### src/rtl/kernel_pipe_ctrl.sv
// -----------------------------------------------------------------------------
// kernel_pipe_ctrl
//
// Run controller for a fixed-latency kernel pipeline. A run is requested with
// a one-cycle start pulse; the controller then admits exactly nitems operand
// pairs, tracks them through the kernel with a LAT-deep valid-tag shift
// register, freezes the kernel whenever the result register is full and
// downstream is not ready, and pulses done once every result has been
// delivered.
//
// Parameters
//   NW   width of nitems and the item counters
//   LAT  kernel pipeline latency in cycles (1..16)
//
// Ports
//   clk          single clock, rising edge
//   rst          asynchronous reset, active low
//   start        run request, sampled only in IDLE
//   nitems       items in the run, captured on an accepted start
//   in_valid     upstream operand pair valid
//   in_ready     controller/kernel accepts an operand pair this cycle
//   stall        freeze to the kernel's stall input
//   out_valid    kernel output register holds a valid result
//   out_ready    downstream accepts the result
//   busy         high in RUN and DRAIN
//   done         one-cycle pulse at the end of a run
//   items_out    results delivered in the current/last run
//   stall_cycles busy-and-stalled cycle counter, saturating
//                (only with KERNEL_PIPE_CTRL_PERFCNT_EN defined)
//   state_dbg    current FSM state (IDLE=0, RUN=1, DRAIN=2, DONE=3)
//
// Handshake: an operand pair moves when in_valid && in_ready in the same
// cycle; a result moves when out_valid && out_ready in the same cycle.
// Neither side may make its valid depend combinationally on its ready.
//
// Optional feature macro: KERNEL_PIPE_CTRL_PERFCNT_EN
// -----------------------------------------------------------------------------
module kernel_pipe_ctrl #(
    parameter int NW  = 16,
    parameter int LAT = 1
) (
    input  logic          clk,
    input  logic          rst,
    input  logic          start,
    input  logic [NW-1:0] nitems,
    input  logic          in_valid,
    output logic          in_ready,
    output logic          stall,
    output logic          out_valid,
    input  logic          out_ready,
    output logic          busy,
    output logic          done,
    output logic [NW-1:0] items_out,
`ifdef KERNEL_PIPE_CTRL_PERFCNT_EN
    output logic [31:0]   stall_cycles,
`endif
    output logic [1:0]    state_dbg
);

    typedef enum logic [1:0] {
        IDLE  = 2'd0,
        RUN   = 2'd1,
        DRAIN = 2'd2,
        DONE  = 2'd3
    } state_t;

    localparam logic [NW-1:0] ONE = {{(NW-1){1'b0}}, 1'b1};

    state_t           state_q, state_d;
    logic [LAT-1:0]   vld_q, vld_d;
    logic [NW-1:0]    nitems_q, nitems_d;
    logic [NW-1:0]    issued_q, issued_d;
    logic [NW-1:0]    items_out_q, items_out_d;
    logic             accept;
    logic             transfer;

    // The output register is the last tag stage; the kernel only has to
    // freeze when that register is full and cannot be emptied this cycle.
    assign out_valid = vld_q[LAT-1];
    assign stall     = vld_q[LAT-1] & ~out_ready;
    assign in_ready  = (state_q == RUN) & ~stall & (issued_q < nitems_q);
    assign accept    = in_valid & in_ready;
    assign transfer  = out_valid & out_ready;
    assign busy      = (state_q == RUN) | (state_q == DRAIN);
    assign done      = (state_q == DONE);
    assign items_out = items_out_q;
    assign state_dbg = state_q;

    always_comb begin
        state_d     = state_q;
        vld_d       = vld_q;
        nitems_d    = nitems_q;
        issued_d    = issued_q;
        items_out_d = items_out_q;

        // Tags move in lock-step with the kernel; a bubble enters as 0.
        if (!stall) begin
            for (int i = LAT - 1; i > 0; i--) begin
                vld_d[i] = vld_q[i-1];
            end
            vld_d[0] = accept;
        end

        if (accept) begin
            issued_d = issued_q + ONE;
        end
        if (transfer) begin
            items_out_d = items_out_q + ONE;
        end

        case (state_q)
            IDLE: begin
                if (start) begin
                    nitems_d    = nitems;
                    issued_d    = '0;
                    items_out_d = '0;
                    state_d     = (nitems == '0) ? DONE : RUN;
                end
            end
            RUN: begin
                // Uses the post-accept count so the last accept moves on
                // in the same cycle.
                if (issued_d == nitems_q) begin
                    state_d = DRAIN;
                end
            end
            DRAIN: begin
                if (transfer && (items_out_d == nitems_q)) begin
                    state_d = DONE;
                end
            end
            default: begin
                state_d = IDLE;
            end
        endcase
    end

    always_ff @(posedge clk or negedge rst) begin
        if (!rst) begin
            state_q     <= IDLE;
            vld_q       <= '0;
            nitems_q    <= '0;
            issued_q    <= '0;
            items_out_q <= '0;
        end else begin
            state_q     <= state_d;
            vld_q       <= vld_d;
            nitems_q    <= nitems_d;
            issued_q    <= issued_d;
            items_out_q <= items_out_d;
        end
    end

`ifdef KERNEL_PIPE_CTRL_PERFCNT_EN
    logic [31:0] stall_cycles_q, stall_cycles_d;

    always_comb begin
        stall_cycles_d = stall_cycles_q;
        if ((state_q == IDLE) && start) begin
            stall_cycles_d = '0;
        end else if (busy && stall && (stall_cycles_q != 32'hFFFF_FFFF)) begin
            stall_cycles_d = stall_cycles_q + 32'd1;
        end
    end

    always_ff @(posedge clk or negedge rst) begin
        if (!rst) begin
            stall_cycles_q <= '0;
        end else begin
            stall_cycles_q <= stall_cycles_d;
        end
    end

    assign stall_cycles = stall_cycles_q;
`endif

endmodule

### config.mk
export PLATFORM = sky130hd
export DESIGN_NAME = kernel_pipe_ctrl
export DESIGN_NICKNAME = d
export VERILOG_FILES = /design/src/rtl/kernel_pipe_ctrl.sv
export SDC_FILE = /design/constraint.sdc
export NUM_CORES = 1
export LEC_CHECK = 0
export BUFFER_PORTS_ARGS = -buffer_cell sky130_fd_sc_hd__buf_2
export CORE_MARGIN = 10
export CORE_UTILIZATION = 50
export DETAILED_ROUTE_END_ITERATION = 10
export GPL_ROUTABILITY_DRIVEN = 1
export PLACE_DENSITY = 0.75
export SLEW_MARGIN = 25
export SYNTH_ARGS = -nofsm -noshare
export SYNTH_HDL_FRONTEND = slang
export SYNTH_SLANG_ARGS = --single-unit
### constraint.sdc
create_clock -name clk -period 9.2 [get_ports clk]
set_clock_uncertainty 0.1 [all_clocks]
set_input_delay 1.84 -clock clk [delete_from_list [all_inputs] [get_ports clk]]
set_output_delay 1.84 -clock clk [all_outputs]
set_load 0.005 [all_outputs]
==> results.toml, run 1 <==
[status]
status = "complete, no violations"

[synthesis]
synth_area_leaders = "dfrtp_1 (32%), xnor2_1 (7.5%), ha_1 (6.6%)"
syn_area_sq_um = 3990
synth.net_count = 497
async_reset_ff_share_pct = 100
synth_area_per_cell_sq_um = 8.76
yosysWarnings = 0
synth_edf_count = 0
netlist_instances = 455
synth-seq-area-share_pct = 32.0
yosysTopAreaCell = "dfrtp_1"
synth_most_common_cell = "nand2_1"
synth_common_cells = "nand2_1 (54), dfrtp_1 (51), nor2_1 (44), xnor2_1 (34), o21ai_0 (25)"
synth_ff_type = "dfrtp_1"
netlist.area_leader.share_pct = 32.0
synthDistinctLibCells = 73
ys_ff_latch = 51

[pwr]
cellLeakagePower_nw = 1.88
ir_drop_uv = 98.9
power_per_cell_area_nw_per_um2 = 234
p_total_mw = 1.03

[placed_design]
port_buffers = 43
place_hpwl_mm = 8.79
gp_congestion = 0.942
numPlacedInstances = 590

[clock_tree]
ctsResizeCount = 0
cts_root_buf = "clkbuf_8"
cts_hold_buffers = 0
clk_pin_slew_ns = 0.10
clk_latency_ns = 0.32
post_cts_buffers = 0
clock_sinks = 51
ctsHtreeMaxLevel = 2
cts_buffers = 5
cts_tree = "done"
cts_max_path_buffers = 2

[floorplanning]
start_util_pct = 51.6
io_pins = 44
die_w_microns = 109
rows = 32
dieArea_sq_um = 11900
die_h_microns = 109
coreArea_sq_um = 7730

[global_routing]
grt_max_degree = 64
overflow = 0
grt_pass1_wl_mm = 18.5
track_usage_pct = 19.5
grt_pass1_vias = 3660
grt_antenna_before_repair = 0

[detailed_routing]
routedWlPerCell_microns = 19.1
routed-via-count = 3723
first_pass_iters = 7
drc = 0
detail-route-antenna-nets = 0
routed_wl_mm = 11.4
drt_iter0_markers = 402
avgViaCountPerCell = 6.24

[sta]
slew_violations = 0
setup_viol = 0
fin_setup_tns_ns = 0
timing.final.hold_violations = 0
fmax_mhz = 198
worstMarginPinSlew_ns = 0.655
timing.final.crit_share_pct = 55.0
min_period_ns = 5.06
rsz0062_at_grt = "false"
slew_headroom_pct = 56.0

[cells_and_area]
nets = 537
instances_no_fill = 597
drive_above_1_share_pct = 15.6
diodes = 0
synthToLayoutAreaGrowth_pct = 10.4

[worst_setup_path]
cp_max_fo = 7
path_class = "primary input to output pin"
worst_path_max_delay_cell = "a21oi_2"
critPathCaptureType = "output pin"
max_stage_delay_ns = 0.32
path_buf_inv = 2
path_cells = "buf_2, nand2b_1, o2111ai_1, a21oi_2, and3_1, buf_2"
critPathRequiredTime_ns = 7.26
crit_top_cell = "buf_2"
cpLargestDelayFamily = "compound AO/OA/AOI/OAI gates"
crit_path_start_kind = "primary input"
crit_arrival_ns = 3.12

[min_path]
worst_hold_path_type = "flop to flop"

[run]
drv_cap = 0
==> metal layers <==
| layer | vias to the layer above | track usage (%) | wire length, microns | part of all wire, % |
|---|---|---|---|---|
| met3 | 36 | 3.28 | 803 | 7.0 |
| met5 | - | 0 | 0 | 0 |
| met1 | 1772 | 24.7 | 4690 | 41 |
| met4 | 0 | 9.39 | 443 | 3.9 |
| li1 | 1754 | - | - | - |
| met2 | 161 | 31.7 | 5480 | 48 |
==> worst paths after layout <==
check                              startpoint       endpoint  slack [ns]  cells after the start
min in group asynchronous                 rst   items_out[3]        1.52                      2
worst max-delay path                out_ready       in_ready        4.14                      6
worst max register to register   nitems_q[11]   state_dbg[0]        5.59                     11
max in group asynchronous                 rst   nitems_q[10]        7.02                      2
worst min-delay path            items_out[15]  items_out[15]        0.53                      2
worst min register to register  items_out[15]  items_out[15]        0.53                      2
==> power breakdown <==
group / switching, mW / internal [mW]
Clock: 0.0804 / 0.0797
Sequential: 0.0835 / 0.273
Combinational: 0.299 / 0.216
==> logic make-up (layout without fill, tap and decap cells) <==
group / count (synthesis) / count (layout) / synth area share, %
XOR/XNOR: 47 / 47 / 11.5
adder cells (fa/ha/maj): 21 / 21 / 6.59
AND/OR/NAND/NOR: 206 / 206 / 29.5
multiplexers: 1 / 1 / 0.251
flip-flops: 51 / 51 / 32.0
buffers and inverters: 36 / 76 / 3.42
AO/OA/AOI/OAI: 93 / 93 / 16.7
==> placed cells by master (no fill, tap or decap), types with 4 or more instances in the layout <==
master	synthesis	final
a21oi_1	15	15
or2_2	4	4
nor3_1	11	11
nand3_1	13	13
xor2_1	9	9
nand2_1	54	54
ha_1	21	21
and4_1	6	6
nor2b_1	4	4
and3_1	12	12
inv_1	24	24
nand4_1	10	10
a211oi_1	4	4
clkbuf_8	0	5
nor2_1	44	44
a311oi_1	4	4
xnor2_1	34	34
buf_2	1	43
o21ai_0	25	25
nand2b_1	6	6
o211ai_1	4	4
dfrtp_1	51	51
nor4_1	13	13
==> tightest hold or removal path: stages (launching register included) <==
cell and delay (ns):
dfrtp_1 0.42, xnor2_1 0.14, nor2_1 0.04
==> state kept, by name (all words and copies together) (netlist names) <==
register   flops
issued_q      16
items_out     16
nitems_q      16
state_dbg      2
out_valid      1
==> area by class of cell <==
class / instances / area [sq um]
Inverter: 25 / 93.8
Timing Repair Buffer: 44 / 223
Clock inverter: 2 / 37.5
Clock buffer: 5 / 68.8
Sequential cell: 51 / 1280
Fill cell: 704 / 3320
Multi-Input combinational cell: 368 / 2580
Tap cell: 102 / 128
==> stage by stage <==
stage               setup slack (ns)  hold slack [ns]  util [%]  cell area (sq um)
floorplan                       4.67            0.463         -               3990
global placement                4.22            0.484      55.6               4300
detailed placement              4.18            0.515      55.6               4300
CTS                             4.16            0.534      57.0               4400
global route                    4.03            0.574      57.0               4400
finish                          4.14            0.533      57.0               4400
(Power assumes the default switching activity.)
==> run 2, diff against run 1 <==
--- a/config.mk
+++ b/config.mk
@@ -10,7 +10,7 @@
 export CORE_UTILIZATION = 50
 export DETAILED_ROUTE_END_ITERATION = 10
 export GPL_ROUTABILITY_DRIVEN = 1
-export PLACE_DENSITY = 0.75
+export PLACE_DENSITY = 0.77
 export SLEW_MARGIN = 25
 export SYNTH_ARGS = -nofsm -noshare
 export SYNTH_HDL_FRONTEND = slang
==> constraint.sdc (replaced) <==
create_clock -name clk -period 4.6 [get_ports clk]
set_clock_uncertainty 0.1 [all_clocks]
set_input_delay 0.92 -clock clk [delete_from_list [all_inputs] [get_ports clk]]
set_output_delay 0.92 -clock clk [all_outputs]
set_load 0.005 [all_outputs]
==> run 2 against run 1 <==
  * Core utilization is the same
  * Wire length shrank 1.9%
  * Total power grew 99%
  * Clock power grew 98%
  * Sequential power grew 100%
  * Largest cell class unchanged
  * Final area is the same
  * Cell count is the same
  * Register-to-register slack lost 4.6 ns
  * First-iteration DRC count shrank 9.5%
  * Combinational power grew 98%
  * Global-route usage shrank 0.29 points
  * Non-clock buffer count is the same
  * Highest routed layer unchanged
==> results.toml, run 2 (synthesis gave the netlist of run 1 again) <==
[detailed_routing]
drc = 0
drt_iter0_markers = 364
first_pass_iters = 5
routedWlPerCell_microns = 18.8
routed-via-count = 3698
routed_wl_mm = 11.2
detail-route-antenna-nets = 0
avgViaCountPerCell = 6.19

[sta]
min_period_ns = 3.63
timing.final.hold_violations = 0
setup_viol = 0
fin_setup_tns_ns = 0
hold_slack_ns = 0.491
worstMarginPinSlew_ns = 0.668
slew_violations = 0
timing.final.crit_share_pct = 78.9
fmax_mhz = 276
rsz0062_at_grt = "false"
slew_headroom_pct = 55.5

[pwr]
power.internal_mw = 1.14
pwr-share-comb_pct = 49.9
p_clk_share_pct = 15.4
ir_drop_uv = 208
power_frac_seq_pct = 34.7
p_switching_mw = 0.917
power_per_cell_area_nw_per_um2 = 466
switching_share_pct = 44.7
p_total_mw = 2.05
cellLeakagePower_nw = 1.88

[cells_and_area]
multi_input_area_sq_um = 2580
drive_above_1_share_pct = 15.6
nets = 537
nFillCells = 709
regArea_sq_um = 1280
diodes = 0
final_common_cell = "nand2_1"
final_cell_mix = "nand2_1 (54), dfrtp_1 (51), nor2_1 (44), buf_2 (43), xnor2_1 (34)"
instances_no_fill = 597
synthToLayoutAreaGrowth_pct = 10.4

[status]
status = "complete, no violations"

[clock_tree]
clock_sinks = 51
ctsHtreeMaxLevel = 2
clk_pin_slew_ns = 0.09
post_cts_buffers = 0
cts_tree = "done"
cts_root_buf = "clkbuf_8"
cts_buffers = 5
clk_latency_ns = 0.31
cts_max_path_buffers = 2
cts_hold_buffers = 0
ctsResizeCount = 0

[worst_setup_path]
reg2reg_to = "state_dbg[0]"
cp_max_fo = 6
critPathCaptureType = "output pin"
reg2reg_depth = 11
worst-r2r-setup-slack_ns = 0.97
worst_path_max_delay_cell = "or4_4"
path_class = "flop to output pin"
path_buf_inv = 2
path_cells = "inv_1, ha_1, and4_4, nand3_4, or4_4, and3_1, buf_2"
critPathRequiredTime_ns = 3.58
cpLargestDelayFamily = "simple AND/OR/NAND/NOR gates"
crit_arrival_ns = 2.61
rr_startpoint = "nitems_q[6]"
max_stage_delay_ns = 0.59
crit_cells = 7
crit_path_start_kind = "flop"

[global_routing]
grt_pass1_wl_mm = 18.2
grt_max_degree = 64
grt_antenna_before_repair = 0
track_usage_pct = 19.2
overflow = 0
grt_pass1_vias = 3606

[floorplanning]
die_h_microns = 109
dieArea_sq_um = 11900
rows = 32
io_pins = 44
start_util_pct = 51.6
die_w_microns = 109
coreArea_sq_um = 7730

[placed_design]
place_hpwl_mm = 8.78
port_buffers = 43
gp_congestion = 0.989
numPlacedInstances = 590

[min_path]
min_to = "items_out[15]"
min-delay-start = "items_out[15]"
hold_depth = 2
worst_hold_path_type = "flop to flop"

[run]
drv_cap = 0
==> run 2: cell counts in the layout (fill, tap and decap cells not counted) <==
Identical to the previous run, type by type.
==> run 2: per-stage QoR <==
stage	area (sq um)	util [%]	setup slack, ns
floorplan	3990	-	1.60
global placement	4300	55.6	1.06
detailed placement	4300	55.6	1.02
CTS	4400	57.0	0.979
global route	4400	57.0	0.826
finish	4400	57.0	0.972
==> run 2: power groups by stage <==
stage | Clock, mW | Sequential (mW) | Combinational, mW
global route | 0.341 | 0.730 | 1.13
CTS | 0.323 | 0.709 | 1.01
global placement | 0 | 0.716 | 0.985
detailed placement | 0 | 0.717 | 1.01
floorplan | 0 | 0.660 | 0.758
finish | 0.317 | 0.713 | 1.02
==> run 2: final cells by class <==
type                       instances  share of cell area (%)
timing repair buffer              44                    5.06
tap                              102                    2.90
sequential                        51                    29.0
multi-input combinational        368                    58.5
clock buffer                       5                    1.56
inverter                          25                    2.13
clock inverter                     2                   0.852
==> run 2: worst max-delay path by stage <==
stage / startpoint / end / slack, ns
final: nitems_q[14] / in_ready / 0.97
after detailed placement: out_ready / state_dbg[0] / 1.02
after global placement: out_ready / state_dbg[1] / 1.06
after floorplan: out_ready / state_dbg[1] / 1.60
after CTS: nitems_q[12] / in_ready / 0.98
after global routing: nitems_q[6] / state_dbg[0] / 0.83
==> run 2: per-layer routing <==
layer	wire length, microns	GRT usage, %	vias to the layer above	part of all wire [%]
met5	0	0	-	0
met4	490	9.67	0	4.4
met3	818	3.10	37	7.3
met2	5200	31.7	145	46
met1	4680	23.8	1767	42
li1	-	-	1749	-
==> run 2: worst register-to-register path, stage by stage, from the launching register on <==
cell	delay, ns
dfrtp_1	0.41
clkinv_1	0.24
ha_1	0.38
nand2_1	0.05
o21ai_0	0.21
nor2b_1	0.54
nor3_1	0.23
and2_1	0.25
a221oi_2	0.37
a41oi_1	0.19
a311oi_1	0.36
o211ai_1	0.15
